**config.mk**
```make
export PLATFORM = sky130hd
export DESIGN_NAME = sram_arbiter_flat
export DESIGN_NICKNAME = d
export VERILOG_FILES = /design/src/rtl/sram_pkg.sv /design/src/rtl/sram_arbiter_if.sv /design/src/rtl/rr_arb2.sv /design/src/rtl/sram_arbiter.sv /design/src/flat_wrapper.sv
export SDC_FILE = /design/constraint.sdc
export NUM_CORES = 1
export LEC_CHECK = 0
export CAP_MARGIN = 25
export CELL_PAD_IN_SITES_DETAIL_PLACEMENT = 0
export CELL_PAD_IN_SITES_GLOBAL_PLACEMENT = 2
export CORE_ASPECT_RATIO = 1.2
export CORE_MARGIN = 4
export CORE_UTILIZATION = 25
export CTS_CLUSTER_DIAMETER = 80
export DETAILED_ROUTE_END_ITERATION = 10
export PLACE_DENSITY_LB_ADDON = 0.25
export SYNTH_ARGS = -nofsm -noshare
export SYNTH_HDL_FRONTEND = slang
export SYNTH_SLANG_ARGS = --single-unit
```
**constraint.sdc**
```tcl
create_clock -name Clk -period 4.9 [get_ports Clk]
set_input_delay 1.47 -clock Clk [delete_from_list [all_inputs] [get_ports Clk]]
set_output_delay 1.47 -clock Clk [all_outputs]
set_load 0.1 [all_outputs]
```
**src/rtl/sram_pkg.sv**
```systemverilog
// Shared definitions for the result-SRAM access path.
// Combinational only: constants and type definitions.
// Backpressure: not applicable.
package sram_pkg;

  localparam int A_WIDTH = 7;
  localparam int D_WIDTH = 32;

  // SRAM RW pin encoding
  localparam logic RW_READ  = 1'b0;
  localparam logic RW_WRITE = 1'b1;

  // Requester identifiers, also the encoding of the last-grant register
  localparam logic REQ_A = 1'b0;
  localparam logic REQ_B = 1'b1;

  typedef enum logic [1:0] {
    IDLE  = 2'd0,
    CLEAR = 2'd1,
    ISSUE = 2'd2,
    RESP  = 2'd3
  } state_t;

endpackage

```
**src/rtl/sram_arbiter_if.sv**
```systemverilog
// Bundle of requester A/B handshakes, clear handshake and the SRAM pin set.
// Latency: wires only.
// Backpressure: Req held by a requester until its Ack pulse.
interface sram_arbiter_if #(
  parameter int A_WIDTH = sram_pkg::A_WIDTH,
  parameter int D_WIDTH = sram_pkg::D_WIDTH
);

  logic               A_Req;
  logic               A_RW;
  logic [A_WIDTH-1:0] A_Addr;
  logic [D_WIDTH-1:0] A_Wdata;
  logic               A_Ack;
  logic               A_Rvalid;
  logic [D_WIDTH-1:0] A_Rdata;

  logic               B_Req;
  logic               B_RW;
  logic [A_WIDTH-1:0] B_Addr;
  logic [D_WIDTH-1:0] B_Wdata;
  logic               B_Ack;
  logic               B_Rvalid;
  logic [D_WIDTH-1:0] B_Rdata;

  logic               Clr_Req;
  logic               Clr_Done;

  logic               Sram_En;
  logic               Sram_RW;
  logic [A_WIDTH-1:0] Sram_Addr;
  logic [D_WIDTH-1:0] Sram_Din;
  logic               Sram_Rst;
  logic [D_WIDTH-1:0] Sram_Dout;

  // Arbiter side: takes requests and SRAM read data, drives acks and SRAM pins
  modport slave (
    input  A_Req, A_RW, A_Addr, A_Wdata,
    input  B_Req, B_RW, B_Addr, B_Wdata,
    input  Clr_Req, Sram_Dout,
    output A_Ack, A_Rvalid, A_Rdata,
    output B_Ack, B_Rvalid, B_Rdata,
    output Clr_Done, Sram_En, Sram_RW, Sram_Addr, Sram_Din, Sram_Rst
  );

  // Environment side: requesters plus the SRAM macro
  modport master (
    output A_Req, A_RW, A_Addr, A_Wdata,
    output B_Req, B_RW, B_Addr, B_Wdata,
    output Clr_Req, Sram_Dout,
    input  A_Ack, A_Rvalid, A_Rdata,
    input  B_Ack, B_Rvalid, B_Rdata,
    input  Clr_Done, Sram_En, Sram_RW, Sram_Addr, Sram_Din, Sram_Rst
  );

endinterface

```
**src/rtl/rr_arb2.sv**
```systemverilog
// Two-way round-robin pick: a lone request wins, a tie goes to the side not granted last.
// Latency: combinational.
// Backpressure: none; the caller decides when a grant is consumed.
module rr_arb2
  import sram_pkg::*;
(
  input  logic a_req,
  input  logic b_req,
  input  logic last_grant,
  output logic grant_a,
  output logic grant_b
);

  // At most one grant is ever high; on a tie the previous loser wins
  always_comb begin
    grant_a = a_req & (~b_req | (last_grant == REQ_B));
    grant_b = b_req & (~a_req | (last_grant == REQ_A));
  end

endmodule

```
**src/rtl/sram_arbiter.sv**
```systemverilog
// Round-robin controller serialising requesters A/B and whole-memory clears onto one SRAM port.
// Latency: Ack 1 cycle after the Req is sampled; read data/Rvalid 3 cycles after.
// Backpressure: Req is held until Ack; a held Clr_Req starves both requesters.
module sram_arbiter
  import sram_pkg::*;
(
  input  logic          Clk,
  input  logic          Rst,
  sram_arbiter_if.slave bus
);

  state_t state;
  logic   last_grant;   // also identifies the owner of the access in flight
  logic   grant_a;
  logic   grant_b;

  rr_arb2 u_rr_arb2 (
    .a_req      (bus.A_Req),
    .b_req      (bus.B_Req),
    .last_grant (last_grant),
    .grant_a    (grant_a),
    .grant_b    (grant_b)
  );

  // Control FSM: every output is a register, pulses default low each cycle
  always_ff @(posedge Clk or posedge Rst) begin
    if (Rst) begin
      state        <= IDLE;
      last_grant   <= REQ_B;
      bus.A_Ack    <= 1'b0;
      bus.A_Rvalid <= 1'b0;
      bus.A_Rdata  <= '0;
      bus.B_Ack    <= 1'b0;
      bus.B_Rvalid <= 1'b0;
      bus.B_Rdata  <= '0;
      bus.Clr_Done <= 1'b0;
      bus.Sram_En  <= 1'b0;
      bus.Sram_RW  <= 1'b0;
      bus.Sram_Addr <= '0;
      bus.Sram_Din <= '0;
      bus.Sram_Rst <= 1'b0;
    end else begin
      bus.A_Ack    <= 1'b0;
      bus.A_Rvalid <= 1'b0;
      bus.B_Ack    <= 1'b0;
      bus.B_Rvalid <= 1'b0;
      bus.Clr_Done <= 1'b0;
      bus.Sram_En  <= 1'b0;
      bus.Sram_Rst <= 1'b0;

      case (state)
        IDLE: begin
          if (bus.Clr_Req) begin
            // Clear outranks both requesters; Clr_Done rides with Sram_Rst
            bus.Sram_Rst <= 1'b1;
            bus.Clr_Done <= 1'b1;
            state        <= CLEAR;
          end else if (grant_a) begin
            bus.Sram_RW   <= bus.A_RW;
            bus.Sram_Addr <= bus.A_Addr;
            bus.Sram_Din  <= bus.A_Wdata;
            bus.Sram_En   <= 1'b1;
            bus.A_Ack     <= 1'b1;
            last_grant    <= REQ_A;
            state         <= ISSUE;
          end else if (grant_b) begin
            bus.Sram_RW   <= bus.B_RW;
            bus.Sram_Addr <= bus.B_Addr;
            bus.Sram_Din  <= bus.B_Wdata;
            bus.Sram_En   <= 1'b1;
            bus.B_Ack     <= 1'b1;
            last_grant    <= REQ_B;
            state         <= ISSUE;
          end
        end

        CLEAR: begin
          state <= IDLE;
        end

        ISSUE: begin
          // The SRAM samples the access at the end of this cycle
          state <= (bus.Sram_RW == RW_READ) ? RESP : IDLE;
        end

        RESP: begin
          // Sram_Dout is valid now; hand it to whoever owns the access
          if (last_grant == REQ_A) begin
            bus.A_Rdata  <= bus.Sram_Dout;
            bus.A_Rvalid <= 1'b1;
          end else begin
            bus.B_Rdata  <= bus.Sram_Dout;
            bus.B_Rvalid <= 1'b1;
          end
          state <= IDLE;
        end

        default: state <= IDLE;
      endcase
    end
  end

endmodule

```
**src/flat_wrapper.sv**
```systemverilog
// flat-port wrapper written by rule: the top's interface ports become plain ports
module sram_arbiter_flat import sram_pkg::*;
  (Clk, Rst, bus_A_Req, bus_A_RW, bus_A_Addr, bus_A_Wdata, bus_B_Req, bus_B_RW, bus_B_Addr, bus_B_Wdata, bus_Clr_Req, bus_Sram_Dout, bus_A_Ack, bus_A_Rvalid, bus_A_Rdata, bus_B_Ack, bus_B_Rvalid, bus_B_Rdata, bus_Clr_Done, bus_Sram_En, bus_Sram_RW, bus_Sram_Addr, bus_Sram_Din, bus_Sram_Rst);
  sram_arbiter_if bus_i ();
  input  logic Clk;
  input  logic Rst;
  input wire logic [$bits(bus_i.A_Req)-1:0] bus_A_Req;
  input wire logic [$bits(bus_i.A_RW)-1:0] bus_A_RW;
  input wire logic [$bits(bus_i.A_Addr)-1:0] bus_A_Addr;
  input wire logic [$bits(bus_i.A_Wdata)-1:0] bus_A_Wdata;
  input wire logic [$bits(bus_i.B_Req)-1:0] bus_B_Req;
  input wire logic [$bits(bus_i.B_RW)-1:0] bus_B_RW;
  input wire logic [$bits(bus_i.B_Addr)-1:0] bus_B_Addr;
  input wire logic [$bits(bus_i.B_Wdata)-1:0] bus_B_Wdata;
  input wire logic [$bits(bus_i.Clr_Req)-1:0] bus_Clr_Req;
  input wire logic [$bits(bus_i.Sram_Dout)-1:0] bus_Sram_Dout;
  output wire logic [$bits(bus_i.A_Ack)-1:0] bus_A_Ack;
  output wire logic [$bits(bus_i.A_Rvalid)-1:0] bus_A_Rvalid;
  output wire logic [$bits(bus_i.A_Rdata)-1:0] bus_A_Rdata;
  output wire logic [$bits(bus_i.B_Ack)-1:0] bus_B_Ack;
  output wire logic [$bits(bus_i.B_Rvalid)-1:0] bus_B_Rvalid;
  output wire logic [$bits(bus_i.B_Rdata)-1:0] bus_B_Rdata;
  output wire logic [$bits(bus_i.Clr_Done)-1:0] bus_Clr_Done;
  output wire logic [$bits(bus_i.Sram_En)-1:0] bus_Sram_En;
  output wire logic [$bits(bus_i.Sram_RW)-1:0] bus_Sram_RW;
  output wire logic [$bits(bus_i.Sram_Addr)-1:0] bus_Sram_Addr;
  output wire logic [$bits(bus_i.Sram_Din)-1:0] bus_Sram_Din;
  output wire logic [$bits(bus_i.Sram_Rst)-1:0] bus_Sram_Rst;
  assign bus_i.A_Req = bus_A_Req;
  assign bus_i.A_RW = bus_A_RW;
  assign bus_i.A_Addr = bus_A_Addr;
  assign bus_i.A_Wdata = bus_A_Wdata;
  assign bus_i.B_Req = bus_B_Req;
  assign bus_i.B_RW = bus_B_RW;
  assign bus_i.B_Addr = bus_B_Addr;
  assign bus_i.B_Wdata = bus_B_Wdata;
  assign bus_i.Clr_Req = bus_Clr_Req;
  assign bus_i.Sram_Dout = bus_Sram_Dout;
  assign bus_A_Ack = bus_i.A_Ack;
  assign bus_A_Rvalid = bus_i.A_Rvalid;
  assign bus_A_Rdata = bus_i.A_Rdata;
  assign bus_B_Ack = bus_i.B_Ack;
  assign bus_B_Rvalid = bus_i.B_Rvalid;
  assign bus_B_Rdata = bus_i.B_Rdata;
  assign bus_Clr_Done = bus_i.Clr_Done;
  assign bus_Sram_En = bus_i.Sram_En;
  assign bus_Sram_RW = bus_i.Sram_RW;
  assign bus_Sram_Addr = bus_i.Sram_Addr;
  assign bus_Sram_Din = bus_i.Sram_Din;
  assign bus_Sram_Rst = bus_i.Sram_Rst;
  sram_arbiter u_core (.Clk(Clk), .Rst(Rst), .bus(bus_i));
endmodule
```
# [Yosys cells after proc, flatten, opt, wreduce, memory -nomap -nowiden]
# Cells that the tools add are included.
# W data, S select, Z words.
[classes] n_addsub=0 multipliers=0 div=0 order_cmp=0 eq_ne=4 shift=0 n_mux=29 bitwise_logic=8 n_reduce_logical=6
[ops] cell="$mux W32" n=2
[ops] cell="$mux W1" n=20
[ops] cell="$mux W7" n=2
[ops] cell="$mux W2" n=4
[ops] cell="$pmux W2 S3" n=1
[ops] cell="$eq A2 B2 Y1 const B" n=2
[ops] cell="$ne A4 B2 Y1 const B" n=1
[ops] cell="$not A1 Y1" n=4
[ops] cell="$reduce_and A2 Y1" n=2
[ops] cell="$reduce_and A3 Y1" n=1
[ops] cell="$and A1 B1 Y1" n=2
[ops] cell="$eq A2 B1 Y1 const B" n=1
[ops] cell="$logic_not A2 Y1" n=1
[ops] cell="$or A1 B1 Y1" n=2
[ops] cell="$reduce_bool A2 Y1" n=1
[ops] cell="$reduce_or A2 Y1" n=1
[totals] reg_bits=113 latch_bits=0 ram_bits=0 romBits=0 out_inout_bits=111 word_cells=60 n_memories=0

# [Longest topological paths before layout]
# Gate-level depths: netlist (run 1).
[logic_depth] ltp_word=7 depth_mapped=5 mapped_depth_nobuf=3

# [Cells and area by module]
# A second synthesis (run 1) with hierarchy kept.
[hier_totals] hier_cells=295 area_unflattened_um2=4914.7
[by_module_without_submodules] mod="sram_arbiter" instances=1 cells_per_inst=292 area_per_inst_um2=4895.9 seq_area_each_um2=2829.0
[by_module_without_submodules] mod="rr_arb2" instances=1 cells_per_inst=3 area_per_inst_um2=18.8 seq_area_each_um2=0.0

# [Worst setup path before layout (run 1)]
# Ideal clock, no wire load.
[synth_timing] kind="register to output" from="register u_core.bus.Sram_Rst" to="output port bus_Sram_Rst" arrival_ps=1324 slack_ps=2106 path_stages_with_launch=2 cell_sequence="dfrtp_1 > buf_4"
[synth_rtl] element="start: declaration" line_no="sram_arbiter_if.sv:42" source="output Clr_Done, Sram_En, Sram_RW, Sram_Addr, Sram_Din, Sram_Rst"
[synth_rtl] element="start signal: assignment" line_no="sram_arbiter.sv:41" source="bus.Sram_Rst <= 1'b0;"
[synth_rtl] element="start signal: assignment" line_no="sram_arbiter.sv:49" source="bus.Sram_Rst <= 1'b0;"
[synth_rtl] element="start signal: assignment" line_no="sram_arbiter.sv:55" source="bus.Sram_Rst <= 1'b1;"
[synth_rtl] element="end: declaration" line_no="flat_wrapper.sv:28" source="output wire logic [$bits(bus_i.Sram_Rst)-1:0] bus_Sram_Rst;"
# No word-level cell between the ends.

# [Worst setup path in the final report (run 1)]
[layout_timing] from="register u_core.bus.Sram_RW" to="output port bus_Sram_RW"
[layout_rtl] element="start: declaration" line_no="sram_arbiter_if.sv:42"
[layout_rtl] element="start signal: assignment" line_no="sram_arbiter.sv:59" source="bus.Sram_RW <= bus.A_RW;"
[layout_rtl] element="start signal: assignment" line_no="sram_arbiter.sv:67" source="bus.Sram_RW <= bus.B_RW;"
[layout_rtl] element="end: declaration" line_no="flat_wrapper.sv:25" source="output wire logic [$bits(bus_i.Sram_RW)-1:0] bus_Sram_RW;"
# No word-level cell between the ends.

==> results of run 1 <==
layout by cell type, fill, tap and decap left out, drive strengths merged, types with 2 or more instances in the layout:
cell           count
clkdlybuf4s50    227
dfrtp            112
mux2              64
a21o              40
o221a             40
clkbuf            23
buf                6
inv                5
clkinv             5
nand3              3
nor2               2
a21oi              2
worst max-delay path by stage:
stage	startpoint	to
after floorplan	Rst	u_core.bus.A_Ack
after global placement	bus_Clr_Req	u_core.bus.Sram_Din[24]
after detailed placement	bus_Clr_Req	u_core.bus.Sram_Din[24]
after CTS	bus_Clr_Req	u_core.bus.Sram_Din[24]
after global routing	u_core.bus.Sram_RW	bus_Sram_RW
final	u_core.bus.Sram_RW	bus_Sram_RW
metrics by stage:
| step | hold slack, ns | cell area (sq um) | std cells | setup WS, ns | utilization |
|---|---|---|---|---|---|
| final | 0.500 | 7600 | 761 | 1.42 | 0.430 |
| after CTS | 0.505 | 7580 | 760 | 1.30 | 0.428 |
| after global placement | 0.487 | 7030 | 730 | 0.924 | 0.397 |
| after floorplan | 0.519 | 4550 | 305 | 0.444 | - |
| after detailed placement | 0.493 | 7050 | 731 | 0.854 | 0.398 |
| after global routing | 0.514 | 7600 | 761 | 1.32 | 0.430 |
logic make-up after synthesis:
| family | synth area share |
|---|---|
| compound gates | 0.170 |
| buf+inv | 0.0308 |
| flops | 0.621 |
| mux | 0.158 |
| simple gates | 0.0192 |
registers in the layout, summed over array words and instances (netlist names):
signal                cells
u_core.bus.A_Ack          1
u_core.bus.A_Rvalid       1
u_core.bus.Sram_RW        1
u_core.state              2
u_core.bus.A_Rdata       32
u_core.bus.Sram_Din      32
u_core.bus.B_Rdata       32
u_core.bus.B_Rvalid       1
u_core.bus.Sram_Addr      7
u_core.bus.Sram_En        1
u_core.last_grant         1
u_core.bus.B_Ack          1
u_core.bus.Sram_Rst       1
per-layer routing:
metal | vias to the layer above | part of all wire | GRT usage
li1 | 1595 | - | -
met1 | 1742 | 0.42 | 0.163
met2 | 175 | 0.46 | 0.212
met3 | 10 | 0.10 | 0.0677
met4 | 0 | 0.012 | 0.0495
met5 | - | 0 | 0
area by class of cell:
cell class,instances,area share
repair buffers,233,0.310
clock buffers,23,0.0628
flip-flops and latches,113,0.372
multi-input cells,161,0.209
clock inverters,6,0.00773
well taps,220,0.0362
inverters,5,0.00280
==> flow_metrics.env, run 1 <==
export IMPL_status="finished, final reports clean"
export IMPL_grt_pass1_wl_microns=22000
export IMPL_n_antenna_cell=0
export IMPL_clockRootBuffer="clkbuf_16"
export IMPL_drv_slew=0
export IMPL_hold_start="u_core.bus.B_Rdata[5]"
export IMPL_ys_top_cells_by_count="112 x dfrtp_1, 64 x mux2_2, 40 x a21o_1"
export IMPL_worstReg2RegStart="u_core.state[1]"
export IMPL_grt_usage=0.136
export IMPL_required_ns=3.43
export IMPL_yosys_warnings=0
export IMPL_reg2reg_to="u_core.bus.Sram_Din[12]"
export IMPL_cts_resized=0
export IMPL_final_fill_count=1670
export IMPL_synth_nets=422
export IMPL_max_slew_margin=0.315
export IMPL_grt_pass1_vias=4031
export IMPL_setup_tns_ns=0
export IMPL_ant_nets=0
export IMPL_synthArstFlopShare=1.00
export IMPL_fin_crit_ns=3.48
export IMPL_ctsHoldBuffers=0
export IMPL_crit_cells=1
export IMPL_avgViaCountPerCell=4.63
export IMPL_fmax_mhz=288
export IMPL_drv_cap=0
export IMPL_grt_antenna_before_repair=0
export IMPL_synth_area_top_cells="dfrtp_1 62%, mux2_2 16%, o221a_1 9.6%"
export IMPL_crit_type="flip-flop to output pin"
export IMPL_clock_latency_ns=0.40
export IMPL_hold_end="u_core.bus.B_Rdata[5]"
export IMPL_synth_edf_count=0
export IMPL_finalHoldViolations=0
export IMPL_synth_top_area_cell="dfrtp_1"
export IMPL_r2r_slack_ns=2.67
export IMPL_fp_dieW_microns=131
export IMPL_synth_main_ff_cell="dfrtp_1"
export IMPL_slowest_delay_ns=1.19
export IMPL_cpLargestDelayFamily="buffers and inverters"
export IMPL_rows=53
export IMPL_finalWeightedCongestion=0.737
export IMPL_cts_max_level=4
export IMPL_synth_top_area_frac=0.616
export IMPL_hpwl_microns=9470
export IMPL_crit_path_top_delay_cell="clkdlybuf4s50_1"
export IMPL_syn_avg_cell_area_sq_um=14.9
export IMPL_yosysUniqueCellTypes=24
export IMPL_worstMarginPinSlew_ns=1.02
export IMPL_timing_final_crit_share=0.710
export IMPL_die_area_sq_mm=0.0204
export IMPL_cts_tree="yes"
export IMPL_vias=3522
export IMPL_syn_instance_count=305
export IMPL_yosysSeqAreaShare=0.621
export IMPL_cts_setup_buffers=0
export IMPL_path_clk_slew_ns=0.05
export IMPL_setup_viol=0
export IMPL_grt_max_degree=67
export IMPL_worst_path_buf_inv=1
export IMPL_route_detailed_drc=0
export IMPL_path_cells="clkdlybuf4s50_1"
export IMPL_wl_microns=13500
export IMPL_critPathCaptureType="output pin"
export IMPL_yosysMostFrequentCell="dfrtp_1"
export IMPL_cts_sinks=113
export IMPL_overflow=0
export IMPL_cts_buffers=17
export IMPL_r2r_cells=4
export IMPL_start_kind="flip-flop"
export IMPL_hp_class="flip-flop to flip-flop"
export IMPL_num_nets_final=648
export IMPL_hold_depth=1
export IMPL_crit_arrival_ns=2.01
export IMPL_skew_ns=0.00773
export IMPL_netlist_area_sq_mm=0.00455
export IMPL_clock_path_buffers=2
export IMPL_io_pins=228
export IMPL_regArea_sq_mm=0.00283
export IMPL_start_util=0.257
export IMPL_wl_per_cell_microns=17.7
export IMPL_die_h_microns=156
export IMPL_areaGrowthSynthToFinish_pct=67.1
export IMPL_rsz0062_at_grt="no"
export IMPL_multi_input_area_sq_mm=0.00159
export IMPL_synth_seq_cells=113
export IMPL_dr_pass1_iters=4
export IMPL_dr_first_iter_drc_count=65
export IMPL_drive_gt1_frac=0.190
export IMPL_cp_max_fo=4
export IMPL_portBuffers=227
export IMPL_core_area_sq_mm=0.0177
Power of run 1 is left out: the tool's default activity adds up to more than one toggle a clock period on the data nets, which glitch-free logic cannot reach.
==> run 2, diff against run 1 <==
- clock period: 4.9 -> 3.3 ns (I/O delays scaled with it)
==> flow_metrics.env, run 2 (synthesis results as in run 1) <==
export IMPL_status="finished, final reports clean"
export IMPL_ant_nets=0
export IMPL_cts_max_level=4
export IMPL_cts_tree="yes"
export IMPL_pre_cts_slack_ns=0.594
export IMPL_num_nets_final=648
export IMPL_reg_top3="u_core.bus.A_Rdata x32, u_core.bus.B_Rdata x32, u_core.bus.Sram_Din x32"
export IMPL_cts_resized=0
export IMPL_die_area_sq_mm=0.0204
export IMPL_ctsHoldBuffers=0
export IMPL_rows=53
export IMPL_n_antenna_cell=0
export IMPL_portBuffers=227
export IMPL_final_cell_mix="116 x clkdlybuf4s50_1, 116 x buf_4, 112 x dfrtp_1"
export IMPL_core_area_sq_mm=0.0177
export IMPL_drv_slew=0
export IMPL_clockRootBuffer="clkbuf_16"
export IMPL_hpwl_microns=9340
export IMPL_grt_usage=0.134
export IMPL_io_pins=228
export IMPL_areaGrowthSynthToFinish_pct=61.5
export IMPL_start_kind="input pin"
export IMPL_start_util=0.257
export IMPL_finalWeightedCongestion=0.688
export IMPL_drive_gt1_frac=0.396
export IMPL_fp_dieW_microns=131
export IMPL_die_h_microns=156
export IMPL_wl_per_cell_microns=17.9
export IMPL_setup_viol=0
export IMPL_overflow=0
export IMPL_cts_setup_buffers=0
export IMPL_clock_path_buffers=2
export IMPL_wl_microns=13700
export IMPL_worstMarginPinSlew_ns=0.865
export IMPL_r2r_cells=3
export IMPL_critPathCaptureType="flip-flop"
export IMPL_vias=3490
export IMPL_grt_pass1_vias=4009
export IMPL_route_detailed_drc=0
export IMPL_avgViaCountPerCell=4.57
export IMPL_crit_type="input pin to flip-flop"
export IMPL_path_clk_slew_ns=0.06
export IMPL_skew_ns=0.0102
export IMPL_max_slew_margin=0.424
export IMPL_final_fill_count=1644
export IMPL_required_ns=3.64
export IMPL_drv_cap=0
export IMPL_fin_crit_ns=2.28
export IMPL_hold_depth=1
export IMPL_cp_max_fo=42
export IMPL_crit_arrival_ns=2.62
export IMPL_cts_buffers=17
export IMPL_setup_tns_ns=0
export IMPL_rsz0062_at_grt="no"
export IMPL_finalHoldViolations=0
export IMPL_hp_class="flip-flop to flip-flop"
export IMPL_dr_pass1_iters=4
export IMPL_dr_first_iter_drc_count=103
export IMPL_fmax_mhz=439
export IMPL_clock_latency_ns=0.40
export IMPL_grt_antenna_before_repair=0
export IMPL_cts_sinks=113
export IMPL_grt_pass1_wl_microns=21800
export IMPL_layout_setup_ws_ns=1.02
export IMPL_timing_final_crit_share=0.691
export IMPL_grt_max_degree=114
run 2: critical path: stages:
cell and delay, ns:
clkdlybuf4s50_1 0.53, or2_2 0.71, a21o_1 0.20, o221a_1 0.17
run 2: layout make-up:
| class | instances | area, sq um | share of cell area |
|---|---|---|---|
| flip-flops and latches | 113 | 2830 | 0.385 |
| clock buffers | 26 | 509 | 0.0693 |
| inverters | 5 | 22.5 | 0.00306 |
| well taps | 220 | 275 | 0.0374 |
| multi-input cells | 161 | 1590 | 0.216 |
| clock inverters | 5 | 75.1 | 0.0102 |
| repair buffers | 233 | 2050 | 0.279 |
run 2: through the flow:
stage,hold slack [ns],instances,area [sq um],utilization
5_1_grt,0.514,763,7350,0.415
4_1_cts,0.505,763,7350,0.415
3_3_place_gp,0.489,732,6770,0.382
3_5_place_dp,0.494,732,6770,0.382
6_report,0.501,763,7350,0.415
2_1_floorplan,0.519,305,4560,-
run 2: path summary, 6_finish.rpt:
kind | slack, ns | from | end
worst max-delay path | 1.02 | bus_B_Req | u_core.bus.Sram_Din[11]
worst min-delay path | 0.50 | u_core.bus.A_Rdata[15] | u_core.bus.A_Rdata[15]
worst max register to register | 1.64 | u_core.last_grant | u_core.bus.A_Rdata[20]
worst min register to register | 0.50 | u_core.bus.A_Rdata[15] | u_core.bus.A_Rdata[15]
max in group asynchronous | 1.67 | Rst | u_core.bus.Sram_Din[20]
min in group asynchronous | 1.13 | Rst | u_core.bus.Sram_Addr[2]
run 2: per-layer routing:
layer  vias up  part of all wire  track usage
met1      1715              0.41        0.154
li1       1596                 -            -
met3        12              0.10       0.0635
met5         -                 0            0
met4         0             0.014       0.0540
met2       167              0.48        0.218
Power of run 2 is left out for the same reason.
